==> config.mk <==
export PLATFORM = sky130hd
export DESIGN_NAME = proc_mem_bridge_flat
export DESIGN_NICKNAME = d
export VERILOG_FILES = /design/src/rtl/proc_mem_pkg.sv /design/src/rtl/proc_mem_bridge_if.sv /design/src/rtl/proc_mem_req_buf.sv /design/src/rtl/proc_mem_bridge.sv /design/src/flat_wrapper.sv
export SDC_FILE = /design/constraint.sdc
export NUM_CORES = 1
export LEC_CHECK = 0
export ABC_AREA = 1
export CAP_MARGIN = 20
export CORE_ASPECT_RATIO = 0.9
export CORE_MARGIN = 1
export CORE_UTILIZATION = 41
export DETAILED_ROUTE_END_ITERATION = 12
export PLACE_DENSITY = 0.81
export SYNTH_ARGS = -nofsm -noshare
export SYNTH_HDL_FRONTEND = slang
export SYNTH_SLANG_ARGS = --single-unit
==> constraint.sdc <==
create_clock -name clk -period 2.05 [get_ports clk]
set_input_delay 0.3075 -clock clk [delete_from_list [all_inputs] [get_ports clk]]
set_output_delay 0.3075 -clock clk [all_outputs]
set_load 0.005 [all_outputs]
==> src/rtl/proc_mem_pkg.sv <==
// Shared types and helpers for the processor-to-memory bridge: command, completion status,
// FSM state and the address alignment mask.
package proc_mem_pkg;

  localparam int unsigned CmdW     = 3;
  localparam int unsigned ErrW     = 2;
  localparam int unsigned MaxAddrW = 64;

  typedef enum logic [CmdW-1:0] {
    CmdNone   = 3'd0,
    CmdIfetch = 3'd1,
    CmdDread  = 3'd2,
    CmdDwrite = 3'd3,
    CmdFlush  = 3'd4
  } cmd_e;

  typedef enum logic [ErrW-1:0] {
    ErrOk      = 2'd0,
    ErrMem     = 2'd1,
    ErrTimeout = 2'd2,
    ErrBadCmd  = 2'd3
  } err_e;

  typedef enum logic [1:0] {
    StIdle,
    StReq,
    StWait,
    StResp
  } state_e;

  // Ones on every address bit that survives alignment, zeros on the forced-low bits.
  function automatic logic [MaxAddrW-1:0] align_mask(input int unsigned addr_w,
                                                     input int unsigned align_bits);
    logic [MaxAddrW-1:0] mask;
    for (int unsigned i = 0; i < MaxAddrW; i++) begin
      mask[i] = (i >= align_bits) && (i < addr_w);
    end
    return mask;
  endfunction

  function automatic logic is_reserved(input logic [CmdW-1:0] cmd);
    return cmd > CmdFlush;
  endfunction

endpackage

==> src/rtl/proc_mem_bridge_if.sv <==
// Processor command port and memory request/response port of the bridge, bundled.
// The slave modport is the bridge's view; master is the processor/memory side.
interface proc_mem_bridge_if #(
  parameter int unsigned ADDR_W = 32,
  parameter int unsigned DATA_W = 32
);

  logic [2:0]          proc_command;
  logic [ADDR_W-1:0]   proc_pc;
  logic [ADDR_W-1:0]   proc_data_addr;
  logic [DATA_W-1:0]   proc_wdata;
  logic [DATA_W/8-1:0] proc_wstrb;
  logic                proc_ready;
  logic [1:0]          proc_error;
  logic [DATA_W-1:0]   proc_rdata;

  logic                mem_req_valid;
  logic                mem_req_ready;
  logic [2:0]          mem_cmd;
  logic [ADDR_W-1:0]   mem_addr;
  logic [DATA_W-1:0]   mem_wdata;
  logic [DATA_W/8-1:0] mem_wstrb;
  logic                mem_resp_valid;
  logic [DATA_W-1:0]   mem_resp_data;
  logic                mem_resp_err;

  modport slave (
    input  proc_command, proc_pc, proc_data_addr, proc_wdata, proc_wstrb,
    input  mem_req_ready, mem_resp_valid, mem_resp_data, mem_resp_err,
    output proc_ready, proc_error, proc_rdata,
    output mem_req_valid, mem_cmd, mem_addr, mem_wdata, mem_wstrb
  );

  modport master (
    output proc_command, proc_pc, proc_data_addr, proc_wdata, proc_wstrb,
    output mem_req_ready, mem_resp_valid, mem_resp_data, mem_resp_err,
    input  proc_ready, proc_error, proc_rdata,
    input  mem_req_valid, mem_cmd, mem_addr, mem_wdata, mem_wstrb
  );

endinterface

==> src/rtl/proc_mem_req_buf.sv <==
// One-deep request register holding the command, aligned address, write data and strobes
// presented to memory. Clear takes priority over capture.
module proc_mem_req_buf
  import proc_mem_pkg::*;
#(
  parameter int unsigned ADDR_W = 32,
  parameter int unsigned DATA_W = 32
) (
  input  logic                clk,
  input  logic                rst_n,
  input  logic                clear,
  input  logic                capture,
  input  logic [CmdW-1:0]     in_cmd,
  input  logic [ADDR_W-1:0]   in_addr,
  input  logic [DATA_W-1:0]   in_wdata,
  input  logic [DATA_W/8-1:0] in_wstrb,
  output logic [CmdW-1:0]     cmd,
  output logic [ADDR_W-1:0]   addr,
  output logic [DATA_W-1:0]   wdata,
  output logic [DATA_W/8-1:0] wstrb
);

  logic [CmdW-1:0]     cmd_q;
  logic [ADDR_W-1:0]   addr_q;
  logic [DATA_W-1:0]   wdata_q;
  logic [DATA_W/8-1:0] wstrb_q;

  always_ff @(posedge clk) begin
    if (!rst_n || clear) begin
      cmd_q   <= '0;
      addr_q  <= '0;
      wdata_q <= '0;
      wstrb_q <= '0;
    end else if (capture) begin
      cmd_q   <= in_cmd;
      addr_q  <= in_addr;
      wdata_q <= in_wdata;
      wstrb_q <= in_wstrb;
    end
  end

  assign cmd   = cmd_q;
  assign addr  = addr_q;
  assign wdata = wdata_q;
  assign wstrb = wstrb_q;

endmodule

==> src/rtl/proc_mem_bridge.sv <==
// Registered bridge from the processor command port to a valid/ready memory interface,
// with a one-deep request buffer, response timeout and completion status reporting.
module proc_mem_bridge
  import proc_mem_pkg::*;
#(
  parameter int unsigned ADDR_W     = 32,
  parameter int unsigned DATA_W     = 32,
  parameter int unsigned ALIGN_BITS = 2,
  parameter int unsigned TIMEOUT    = 255
) (
  input  logic             clk,
  input  logic             rst_n,
  proc_mem_bridge_if.slave bus,
  output logic             busy
);

  localparam int unsigned StrbW = DATA_W / 8;
  localparam int unsigned CntW  = (TIMEOUT > 0) ? $clog2(TIMEOUT + 1) : 1;
  localparam logic [ADDR_W-1:0] AddrMask = ADDR_W'(align_mask(ADDR_W, ALIGN_BITS));

  state_e            state_q;
  logic [CntW-1:0]   cnt_q;
  logic              req_valid_q;
  logic              ready_q;
  logic              busy_q;
  err_e              err_q;
  logic [DATA_W-1:0] rdata_q;

  logic              cmd_reserved;
  logic              cmd_valid;
  logic              capture;
  logic              clear;
  logic              timeout_hit;
  logic              returns_data;
  logic [ADDR_W-1:0] cap_addr;
  logic [StrbW-1:0]  cap_wstrb;

  logic [CmdW-1:0]   buf_cmd;
  logic [ADDR_W-1:0] buf_addr;
  logic [DATA_W-1:0] buf_wdata;
  logic [StrbW-1:0]  buf_wstrb;

  always_comb begin
    cmd_reserved = is_reserved(bus.proc_command);
    cmd_valid    = (bus.proc_command != CmdNone) && !cmd_reserved;
    capture      = (state_q == StIdle) && cmd_valid;
    clear        = (state_q == StResp);
    cap_addr     = ((bus.proc_command == CmdIfetch) ? bus.proc_pc : bus.proc_data_addr) & AddrMask;
    cap_wstrb    = (bus.proc_command == CmdDwrite) ? bus.proc_wstrb : '0;
    // The cycle on which the counter would reach TIMEOUT is the last WAIT cycle.
    timeout_hit  = (int'(cnt_q) + 1) >= int'(TIMEOUT);
    returns_data = (buf_cmd == CmdIfetch) || (buf_cmd == CmdDread);
  end

  proc_mem_req_buf #(
    .ADDR_W (ADDR_W),
    .DATA_W (DATA_W)
  ) u_req_buf (
    .clk      (clk),
    .rst_n    (rst_n),
    .clear    (clear),
    .capture  (capture),
    .in_cmd   (bus.proc_command),
    .in_addr  (cap_addr),
    .in_wdata (bus.proc_wdata),
    .in_wstrb (cap_wstrb),
    .cmd      (buf_cmd),
    .addr     (buf_addr),
    .wdata    (buf_wdata),
    .wstrb    (buf_wstrb)
  );

  always_ff @(posedge clk) begin
    if (!rst_n) begin
      state_q     <= StIdle;
      cnt_q       <= '0;
      req_valid_q <= 1'b0;
      ready_q     <= 1'b0;
      busy_q      <= 1'b0;
      err_q       <= ErrOk;
      rdata_q     <= '0;
    end else begin
      ready_q <= 1'b0;
      unique case (state_q)
        StIdle: begin
          if (cmd_reserved) begin
            state_q <= StResp;
            ready_q <= 1'b1;
            busy_q  <= 1'b1;
            err_q   <= ErrBadCmd;
            rdata_q <= '0;
          end else if (cmd_valid) begin
            state_q     <= StReq;
            req_valid_q <= 1'b1;
            busy_q      <= 1'b1;
          end
        end
        StReq: begin
          if (bus.mem_req_ready) begin
            state_q     <= StWait;
            req_valid_q <= 1'b0;
            cnt_q       <= '0;
          end
        end
        StWait: begin
          // A response on the final cycle still wins over the timeout.
          if (bus.mem_resp_valid) begin
            state_q <= StResp;
            ready_q <= 1'b1;
            err_q   <= bus.mem_resp_err ? ErrMem : ErrOk;
            rdata_q <= (returns_data && !bus.mem_resp_err) ? bus.mem_resp_data : '0;
          end else begin
            cnt_q <= cnt_q + 1'b1;
            if (timeout_hit) begin
              state_q <= StResp;
              ready_q <= 1'b1;
              err_q   <= ErrTimeout;
              rdata_q <= '0;
            end
          end
        end
        StResp: begin
          state_q <= StIdle;
          busy_q  <= 1'b0;
        end
        default: state_q <= StIdle;
      endcase
    end
  end

  assign bus.mem_req_valid = req_valid_q;
  assign bus.mem_cmd       = buf_cmd;
  assign bus.mem_addr      = buf_addr;
  assign bus.mem_wdata     = buf_wdata;
  assign bus.mem_wstrb     = buf_wstrb;
  assign bus.proc_ready    = ready_q;
  assign bus.proc_error    = err_q;
  assign bus.proc_rdata    = rdata_q;
  assign busy              = busy_q;

endmodule

==> src/flat_wrapper.sv <==
// flat-port wrapper written by rule: the top's interface ports become plain ports
module proc_mem_bridge_flat import proc_mem_pkg::*;
#(
  parameter int unsigned ADDR_W     = 32,
  parameter int unsigned DATA_W     = 32,
  parameter int unsigned ALIGN_BITS = 2,
  parameter int unsigned TIMEOUT    = 255
)
  (clk, rst_n, busy, bus_proc_command, bus_proc_pc, bus_proc_data_addr, bus_proc_wdata, bus_proc_wstrb, bus_mem_req_ready, bus_mem_resp_valid, bus_mem_resp_data, bus_mem_resp_err, bus_proc_ready, bus_proc_error, bus_proc_rdata, bus_mem_req_valid, bus_mem_cmd, bus_mem_addr, bus_mem_wdata, bus_mem_wstrb);
  proc_mem_bridge_if #(.ADDR_W(ADDR_W), .DATA_W(DATA_W)) bus_i ();
  input  logic clk;
  input  logic rst_n;
  output logic busy;
  input wire logic [$bits(bus_i.proc_command)-1:0] bus_proc_command;
  input wire logic [$bits(bus_i.proc_pc)-1:0] bus_proc_pc;
  input wire logic [$bits(bus_i.proc_data_addr)-1:0] bus_proc_data_addr;
  input wire logic [$bits(bus_i.proc_wdata)-1:0] bus_proc_wdata;
  input wire logic [$bits(bus_i.proc_wstrb)-1:0] bus_proc_wstrb;
  input wire logic [$bits(bus_i.mem_req_ready)-1:0] bus_mem_req_ready;
  input wire logic [$bits(bus_i.mem_resp_valid)-1:0] bus_mem_resp_valid;
  input wire logic [$bits(bus_i.mem_resp_data)-1:0] bus_mem_resp_data;
  input wire logic [$bits(bus_i.mem_resp_err)-1:0] bus_mem_resp_err;
  output wire logic [$bits(bus_i.proc_ready)-1:0] bus_proc_ready;
  output wire logic [$bits(bus_i.proc_error)-1:0] bus_proc_error;
  output wire logic [$bits(bus_i.proc_rdata)-1:0] bus_proc_rdata;
  output wire logic [$bits(bus_i.mem_req_valid)-1:0] bus_mem_req_valid;
  output wire logic [$bits(bus_i.mem_cmd)-1:0] bus_mem_cmd;
  output wire logic [$bits(bus_i.mem_addr)-1:0] bus_mem_addr;
  output wire logic [$bits(bus_i.mem_wdata)-1:0] bus_mem_wdata;
  output wire logic [$bits(bus_i.mem_wstrb)-1:0] bus_mem_wstrb;
  assign bus_i.proc_command = bus_proc_command;
  assign bus_i.proc_pc = bus_proc_pc;
  assign bus_i.proc_data_addr = bus_proc_data_addr;
  assign bus_i.proc_wdata = bus_proc_wdata;
  assign bus_i.proc_wstrb = bus_proc_wstrb;
  assign bus_i.mem_req_ready = bus_mem_req_ready;
  assign bus_i.mem_resp_valid = bus_mem_resp_valid;
  assign bus_i.mem_resp_data = bus_mem_resp_data;
  assign bus_i.mem_resp_err = bus_mem_resp_err;
  assign bus_proc_ready = bus_i.proc_ready;
  assign bus_proc_error = bus_i.proc_error;
  assign bus_proc_rdata = bus_i.proc_rdata;
  assign bus_mem_req_valid = bus_i.mem_req_valid;
  assign bus_mem_cmd = bus_i.mem_cmd;
  assign bus_mem_addr = bus_i.mem_addr;
  assign bus_mem_wdata = bus_i.mem_wdata;
  assign bus_mem_wstrb = bus_i.mem_wstrb;
  proc_mem_bridge #(.ADDR_W(ADDR_W), .DATA_W(DATA_W), .ALIGN_BITS(ALIGN_BITS), .TIMEOUT(TIMEOUT)) u_core (.clk(clk), .rst_n(rst_n), .bus(bus_i), .busy(busy));
endmodule
Word-level counts from Yosys, hierarchy flattened
Index checks and enable logic that the tools add are counted.
Operators by class
  magnitude comparators: 2
  eq/ne operators: 14
  add/sub/neg operators: 2
  reductions and logical operators: 19
  multiplexer cells: 31
Operator list (count)
  $mux W32: 5
  $pmux W32 S2: 1
  $ge A32 B9 Y1 const B: 1
  $mux W2: 8
  $mux W8: 2
  $pmux W8 S2: 1
  $add A8 B1 Y9 const B: 1
  $reduce_and A3 Y1: 3
  $add A8 B1 Y8 const B: 1
  $mux W1: 8
  $pmux W2 S4: 1
  $reduce_bool A2 Y1: 4
  $eq A3 B1 Y1 const B: 2
  $eq A3 B2 Y1 const B: 2
  $ne A2 B2 Y1 const B: 3
  $pmux W1 S2: 3
  $eq A2 B2 Y1 const B: 2
  $mux W4: 1
  $ne A2 B1 Y1 const B: 2
  $pmux W2 S2: 1
  $reduce_and A4 Y1: 1
  $gt A3 B3 Y1 const B: 1
  $logic_and A1 B1 Y1: 3
  $logic_not A1 Y1: 3
  7 further kinds: 8
Word-level totals
  register bits after elaboration: 116
  output and inout bits: 108

Longest topological paths before layout
Gate-level depths: netlist of run 1.
  word-level depth: 6
  mapped depth: 12

Hierarchy
A second synthesis of run 1 with hierarchy kept.
Second synthesis, totals
  cell total of the unflattened synthesis: 729
  area total of the unflattened synthesis: 5693.0 um2
Modules (own cells, without submodules)
  proc_mem_bridge: area an instance 2961.6 um2, times used 1, seq. area each 940.9 um2, cells each 420
  proc_mem_req_buf: area an instance 2731.4 um2, times used 1, seq. area each 1421.4 um2, cells each 309

Least setup slack after synthesis of run 1
No wires, ideal clock.
  path type: input-to-reg
  start: input bus_proc_command[0]
  end: register u_core.u_req_buf.addr_q[10] (netlist: u_core.u_req_buf.addr[10])
  cell stages on the path: 8
  setup slack: 0.206 ns
  data arrival time: 1.727 ns
  path buffers: 2
  library setup time: 0.116 ns
  cells stage by stage: or2_2 -> ha_1 -> nand2_1 -> clkinv_1 -> clkbuf_1 -> clkbuf_1 -> o211ai_1 -> inv_1
On the way
  cells in the longest elaborated chain, start to end: 4
Ends and longest elaborated chain
  start, declared: line flat_wrapper.sv:14  | input wire logic [$bits(bus_i.proc_command)-1:0] bus_proc_command;
  $gt A3 B3 Y1: line proc_mem_pkg.sv:42  | return cmd > CmdFlush;
  $logic_not A1 Y1: line proc_mem_bridge.sv:45  | cmd_valid = (bus.proc_command != CmdNone) && !cmd_reserved;
  $logic_and A1 B1 Y1: line proc_mem_bridge.sv:45
  $logic_and A1 B1 Y1: line proc_mem_bridge.sv:46  | capture = (state_q == StIdle) && cmd_valid;
  end signal, assigned: line proc_mem_req_buf.sv:36  | addr_q <= in_addr;
  end, declared: line proc_mem_req_buf.sv:24  | logic [ADDR_W-1:0] addr_q;
Parallel ways exist; a longest one is shown, timed or not.
A chain may end at the register's enable or synchronous reset.

Worst setup path in the final report of run 1
  start: register u_core.cnt_q[1]
  end: register u_core.rdata_q[31] (netlist: u_core.bus.proc_rdata[31])
On the way
  cells in the longest elaborated chain, start to end: 4
Ends and longest elaborated chain
  start, declared: line proc_mem_bridge.sv:22  | logic [CntW-1:0] cnt_q;
  start signal, assigned: line proc_mem_bridge.sv:113  | cnt_q <= cnt_q + 1'b1;
  $add A8 B1 Y9: line proc_mem_bridge.sv:51  | timeout_hit = (int'(cnt_q) + 1) >= int'(TIMEOUT);
  $ge A32 B9 Y1: line proc_mem_bridge.sv:51
  $ne A3 B2 Y1 (no line)
  $reduce_and A3 Y1 (no line)
  end signal, assigned: line proc_mem_bridge.sv:111  | rdata_q <= (returns_data && !bus.mem_resp_err) ? bus.mem_resp_data : '0;
  end, declared: line proc_mem_bridge.sv:27  | logic [DATA_W-1:0] rdata_q;
No other way between the ends.

==> flow_summary.yaml, run 1 <==
run_status:
  status: "finished clean"
sta:
  fin_crit_ns: 1.845
  timing.fmax_ghz: 0.5421
  rsz0062_at_grt: "false"
  tns_ns: 0
  final_max_slew_viol_count: 0
  timing.final.crit_share_pct: 89.98
  finalClockSkew_ns: 0.008142
  setup_violations: 0
  hold_viol_final: 0
yosys:
  synth_commonest_cells: "nand2_1, nor2_1, dfxtp_1, nand3_1, a21oi_1"
  async_flop_share_pct: 0
  synth_edf_count: 0
  synth_area_um2: 5119
  yosys_warnings: 0
  seq_area_frac_synth_pct: 45.37
  synth_area_leaders: "dfxtp_1, nand2_1, nor2_1, nand3_1, a21oi_1"
  yosysUniqueCellTypes: 30
  ys.flop_type: "dfxtp_1"
  avgSynthCellArea_um2: 7.099
  synth_area_leader_cell: "dfxtp_1"
  synth.top_cell.area_share_pct: 45.37
  synth-seq-cells: 116
  yosysMostFrequentCell: "nand2_1"
  synthCells: 721
grt:
  track_usage_pct: 23.56
  antenna_found_initial: 0
  grt_pass1_vias: 5150
  grt_pass1_wl_um: 24470
  overflow: 0
  grt_max_degree: 66
die:
  core_area_um2: 12120
  die_height_um: 108
  dieArea_um2: 12940
  pin_count: 248
  fp.dieW_um: 119.8
  start_util_pct: 42.22
  rows: 38
clocking:
  clock_sinks: 116
  cts_buffers: 17
  clkSlewWorstSetupHoldPaths_ns: 0.05
  insertion_delay_ns: 0.40
  cts_tree: "done"
  cts.htree.levels: 4
  clk_path_buf_depth: 2
  holdBufCountCts: 0
  cts_root_buffer: "clkbuf_16"
worst_setup_path:
  critPathCaptureType: "flop"
  crit_fanout: 30
  crit_slowest_cell: "dfxtp_2"
  worstPathCellList: "ha_1, nand3_1, o21bai_1, nand2_1, nor2_2, nand3_2, nand3_4, buf_12, nand3_1, nand2_1, nor2_1"
  cp-start-kind: "flop"
  cp.required_ns: 2.33
  path_class: "reg2reg"
  cp.arrival_ns: 2.13
  slowest_delay_ns: 0.37
place:
  place_inst: 1099
  place_congestion: 0.7979
  post-dp-hpwl_um: 10500
  port_buffers: 241
final_layout:
  syn2layout_area_growth_pct: 65.36
  antenna_cells: 0
  layout-drive-gt1-share_pct: 7.503
  stdcell_count: 1133
  nNetsFinal: 1108
  nFillCells: 983
routing:
  final_antenna_net_count: 0
  drt-initial-drc-count: 345
  dr.pass1.iters: 4
  via_count: 5455
  wl_per_cell_um: 13.32
  drt_wl_total_um: 15090
  viasPerCell: 4.815
  route.detailed.drc: 0
min_path:
  min_path_type: "reg2reg"
power:
  power_density_nw_per_um2: 1425
  p_leak_nw: 3.586
  vdd_ir_drop_max_v: 0.0006583
job:
  drv_cap: 0
==> where the power goes <==
group	internal, W	switching [W]	total, W
combinational	0.00287	0.00252	0.00539
clock	0.00215	0.00100	0.00315
sequential	0.00309	0.000433	0.00353
==> state kept, by name, indices dropped and copies added, names as in the netlist <==
name,flops
u_core.bus.proc_rdata,32
u_core.u_req_buf.wdata,32
u_core.u_req_buf.addr,30
u_core.cnt_q,8
u_core.u_req_buf.wstrb,4
u_core.u_req_buf.cmd,3
u_core.bus.proc_error,2
u_core.state_q,2
u_core.bus.mem_req_valid,1
u_core.bus.proc_ready,1
u_core.busy,1
==> metal layers <==
layer	share of wire, %	GRT usage [%]	vias up	routed length [um]
li1	-	-	2807	-
met1	43	27.84	2441	6481
met2	48	39.84	185	7259
met3	6.6	7.173	22	994
met4	2.3	9.821	0	352
met5	0	0	-	0
==> cells in the final DEF, fill, tap and decap left out, drive strengths merged, types with 4 or more instances in the layout <==
master	Yosys	layout
buf	17	29
inv	49	50
clkdlybuf4s50	0	241
a21oi	54	54
clkinv	2	4
o21ai	38	38
nand2	166	166
nor2	121	121
bufinv	0	4
o211ai	30	30
ha	7	7
clkbuf	33	22
nand3	75	75
dfxtp	116	116
==> worst paths after layout <==
path                                                             start                                      to  slack, ns  cells past startpoint
worst max-delay path                      u_core.cnt_q[1]$_SDFFE_PN0P_  u_core.bus.proc_rdata[31]$_SDFFE_PN0P_       0.21                     11
worst min-delay path            u_core.u_req_buf.wstrb[3]$_SDFFE_PP0P_  u_core.u_req_buf.wstrb[3]$_SDFFE_PP0P_       0.47                      2
worst max register to register            u_core.cnt_q[1]$_SDFFE_PN0P_  u_core.bus.proc_rdata[31]$_SDFFE_PN0P_       0.21                     11
worst min register to register  u_core.u_req_buf.wstrb[3]$_SDFFE_PP0P_  u_core.u_req_buf.wstrb[3]$_SDFFE_PP0P_       0.47                      2
==> stage by stage <==
stage	hold WS, ns	power [W]	area [um2]	worst slack (ns)	util [%]
after CTS	0.4723	0.01213	8441	0.1294	69.62
final	0.4690	0.01207	8464	0.2054	69.81
after floorplan	0.4504	0.006240	5122	0.2063	-
after global placement	0.4514	0.008791	7806	-0.07156	64.39
after detailed placement	0.4576	0.008886	7806	-0.1442	64.39
after global routing	0.4923	0.01292	8464	0.03879	69.81
==> cell type report <==
type	instances	area [um2]	area share, %
clock inverter	9	150.1	1.774
multi-input combinational	505	2372	28.03
timing repair buffer	270	2743	32.40
inverter	51	191.4	2.262
tap	160	200.2	2.365
clock buffer	22	484.2	5.721
sequential	116	2323	27.45
==> logic make-up (layout without fill, tap and decap cells) <==
kind of cell | count (synthesis) | in the layout | synth area share (%)
flip-flops | 116 | 116 | 45.37
adder cells (fa/ha/maj) | 7 | 7 | 1.711
other | 1 | 2 | 0.07326
AND/OR/NAND/NOR | 366 | 366 | 29.50
XOR/XNOR | 2 | 2 | 0.3423
buffers and inverters | 101 | 352 | 8.702
AO/OA/AOI/OAI | 128 | 128 | 14.30
==> worst max-delay path, delay by kind of cell, from the launching register on <==
family / cells / cell delay (ns)
flops: 1 / 0.37
compound gates: 1 / 0.18
simple gates: 8 / 0.79
buf+inv: 1 / 0.19
fa+ha+maj: 1 / 0.20
==> repair_timing <==
| item | CTS | global route |
|---|---|---|
| endpoints found under the hold margin | 0 | 0 |
| setup endpoints to repair | 0 | 27 |
| gates resized for setup | 0 | 1 |
| buffers inserted | 0 | 3 |
Power figures use the tool's default switching activity.
==> inputs of run 2 (changes only) <==
--- a/config.mk
+++ b/config.mk
@@ -12,6 +12,7 @@
 export CORE_UTILIZATION = 41
 export DETAILED_ROUTE_END_ITERATION = 12
 export PLACE_DENSITY = 0.81
+export REMOVE_ABC_BUFFERS = 1
 export SYNTH_ARGS = -nofsm -noshare
 export SYNTH_HDL_FRONTEND = slang
 export SYNTH_SLANG_ARGS = --single-unit
==> run 2 against run 1 <==
Total power fell by 0.83%. Die area did not move. First-iteration DRC count fell by 1.7%. Final cell count rose by 0.35%. Maximum frequency fell by 0.53%. Routed wire length rose by 8.0%. Clock power fell by 3%. Non-clock buffer count rose by 5. Critical path depth fell by 2. Register-to-register slack barely moved. Flip-flop and latch count did not move. Critical endpoint is now u_core.u_req_buf.wdata[4]$_SDFFE_PP0P_. Largest power group unchanged.
==> flow_summary.yaml, run 2 (same netlist as run 1, synthesis figures left out) <==
run_status:
  status: "finished clean"
routing:
  wl_per_cell_um: 14.33
  viasPerCell: 4.861
  drt-initial-drc-count: 339
  final_antenna_net_count: 0
  route.detailed.drc: 0
  dr.pass1.iters: 5
  via_count: 5527
  drt_wl_total_um: 16290
power:
  p_seq_share_pct: 29.5
  p_leak_nw: 3.580
  pwr-share-clk_pct: 25.5
  p_comb_share_pct: 45.0
  power_density_nw_per_um2: 1416
  vdd_ir_drop_max_v: 0.001050
  p_switching_w: 0.004024
  p_int_w: 0.007942
  switching_share_pct: 33.63
die:
  pin_count: 248
  die_height_um: 108
  core_area_um2: 12120
  dieArea_um2: 12940
  rows: 38
  start_util_pct: 42.22
  fp.dieW_um: 119.8
clocking:
  clock_sinks: 116
  cts_tree: "done"
  cts_root_buffer: "clkbuf_16"
  clk_path_buf_depth: 2
  cts.htree.levels: 4
  cts_buffers: 17
  clkSlewWorstSetupHoldPaths_ns: 0.05
  insertion_delay_ns: 0.40
final_layout:
  final_cell_mix: "clkdlybuf4s50_1, nand2_1, dfxtp_1, nor2_1, nand3_1"
  final_common_cell: "clkdlybuf4s50_1"
  layout-drive-gt1-share_pct: 7.881
  nNetsFinal: 1113
  stdcell_count: 1137
  syn2layout_area_growth_pct: 65.07
  antenna_cells: 0
sta:
  rsz0062_at_grt: "false"
  timing.final.crit_share_pct: 90.46
  final_max_slew_viol_count: 0
  setup_violations: 0
  fin_hold_ws_ns: 0.4570
  timing.fmax_ghz: 0.5392
  postLayoutSetupSlackWorst_ns: 0.1956
  finalClockSkew_ns: 0.008789
  hold_viol_final: 0
  fin_crit_ns: 1.854
grt:
  grt_max_degree: 46
  antenna_found_initial: 0
  track_usage_pct: 25.23
  overflow: 0
  grt_pass1_wl_um: 25360
  grt_pass1_vias: 4958
worst_setup_path:
  cp-startpoint: "bus_proc_command[0]"
  cpMostUsedCell: "nor2_1"
  cp-start-kind: "primary input"
  worstReg2RegStart: "u_core.cnt_q[0]$_SDFFE_PN0P_"
  r2r_end: "u_core.state_q[0]$_SDFFE_PN0P_"
  r2r_slack_ns: 0.22
  cp.required_ns: 2.38
  crit_slowest_cell: "clkdlybuf4s50_1"
  path_class: "in2reg"
  slowest_delay_ns: 0.41
  worstPathCellList: "clkdlybuf4s50_1, or2_2, ha_1, nand2_1, inv_2, buf_12, buf_4, nor2_1, nor2_1"
  crit_fanout: 44
  cp.arrival_ns: 2.19
  worstSetupEndpoint: "u_core.u_req_buf.wdata[4]$_SDFFE_PP0P_"
  critPathCaptureType: "flop"
  rr_worst_depth: 11
min_path:
  min_path_type: "in2reg"
job:
  drv_cap: 0
place:
  port_buffers: 241
  place_inst: 1103
  place_congestion: 0.8652
  post-dp-hpwl_um: 11580
  dp_worst_setup_slack_ns: -0.2048
[run 2: cell types whose count changed in the layout (fill, tap and decap cells not counted), sizes merged]
| cell | change |
|---|---|
| clkbuf | -1 |
| bufinv | -1 |
| clkinvlp | +1 |
| buf | +5 |
[run 2: timing repair]
action,CTS,global route
endpoints found under the setup margin,0,8
hold buffers,0,0
resized for setup,0,0
buffers inserted,0,4
[run 2: how the worst min path moves through the flow]
stage	start	endpoint	slack, ns	cells after the start
after detailed placement	u_core.u_req_buf.wstrb[3]$_SDFFE_PP0P_	u_core.u_req_buf.wstrb[3]$_SDFFE_PP0P_	0.46	2
after global routing	bus_proc_wstrb[3]	u_core.u_req_buf.wstrb[3]$_SDFFE_PP0P_	0.46	3
after floorplan	rst_n	u_core.bus.proc_rdata[0]$_SDFFE_PN0P_	0.43	2
after global placement	u_core.bus.proc_error[1]$_SDFFE_PN0P_	u_core.bus.proc_error[1]$_SDFFE_PN0P_	0.45	2
final	bus_proc_wstrb[2]	u_core.u_req_buf.wstrb[2]$_SDFFE_PP0P_	0.46	3
after CTS	bus_proc_wstrb[2]	u_core.u_req_buf.wstrb[2]$_SDFFE_PP0P_	0.44	3
[run 2: critical path, delay by kind of cell]
kind / cells / cell delay (ns)
fa+ha+maj: 1 / 0.29
buf+inv: 4 / 1.03
simple gates: 4 / 0.54
[run 2: cell type report]
class / count / area, um2
fillers: 1011 / 3675
repair buffers: 275 / 2755
multi-input cells: 505 / 2372
flip-flops and latches: 116 / 2322
clock buffers: 21 / 480.5
well taps: 160 / 200.2
inverters: 51 / 191.4
clock inverters: 9 / 127.6
[run 2: layer usage]
| metal | part of all wire (%) | track usage, % |
|---|---|---|
| met1 | 44 | 31.15 |
| met4 | 2.4 | 10.18 |
| met2 | 49 | 42.57 |
| met3 | 5.1 | 5.854 |
| met5 | 0 | 0 |
[run 2: stage by stage]
stage               utilization, %  power, W  cell area (um2)  setup TNS (ns)
floorplan                        -  0.005714             4868         -147.46
global placement             64.43  0.008778             7811          -7.292
detailed placement           64.43  0.008883             7811          -10.09
CTS                          69.44   0.01199             8419               0
global route                 69.69   0.01282             8449               0
finish                       69.69   0.01197             8449               0
[run 2: power by group through the flow]
| stage | clock network, W | logic (W) | registers (W) |
|---|---|---|---|
| 5_1_grt | 0.00322 | 0.00598 | 0.00362 |
| 2_1_floorplan | 0 | 0.00219 | 0.00352 |
| 4_1_cts | 0.00309 | 0.00538 | 0.00352 |
| 6_report | 0.00305 | 0.00539 | 0.00352 |
| 3_3_place_gp | 0 | 0.00526 | 0.00352 |
| 3_5_place_dp | 0 | 0.00533 | 0.00356 |
==> inputs of run 3 (changes only) <==
--- a/config.mk
+++ b/config.mk
@@ -10,6 +10,7 @@
 export CORE_ASPECT_RATIO = 0.9
 export CORE_MARGIN = 1
 export CORE_UTILIZATION = 41
+export CTS_CLUSTER_SIZE = 20
 export DETAILED_ROUTE_END_ITERATION = 12
 export PLACE_DENSITY = 0.81
 export REMOVE_ABC_BUFFERS = 1
==> results of run 3 <==
No change in the layout: final DEF, timing and power equal those of run 2.
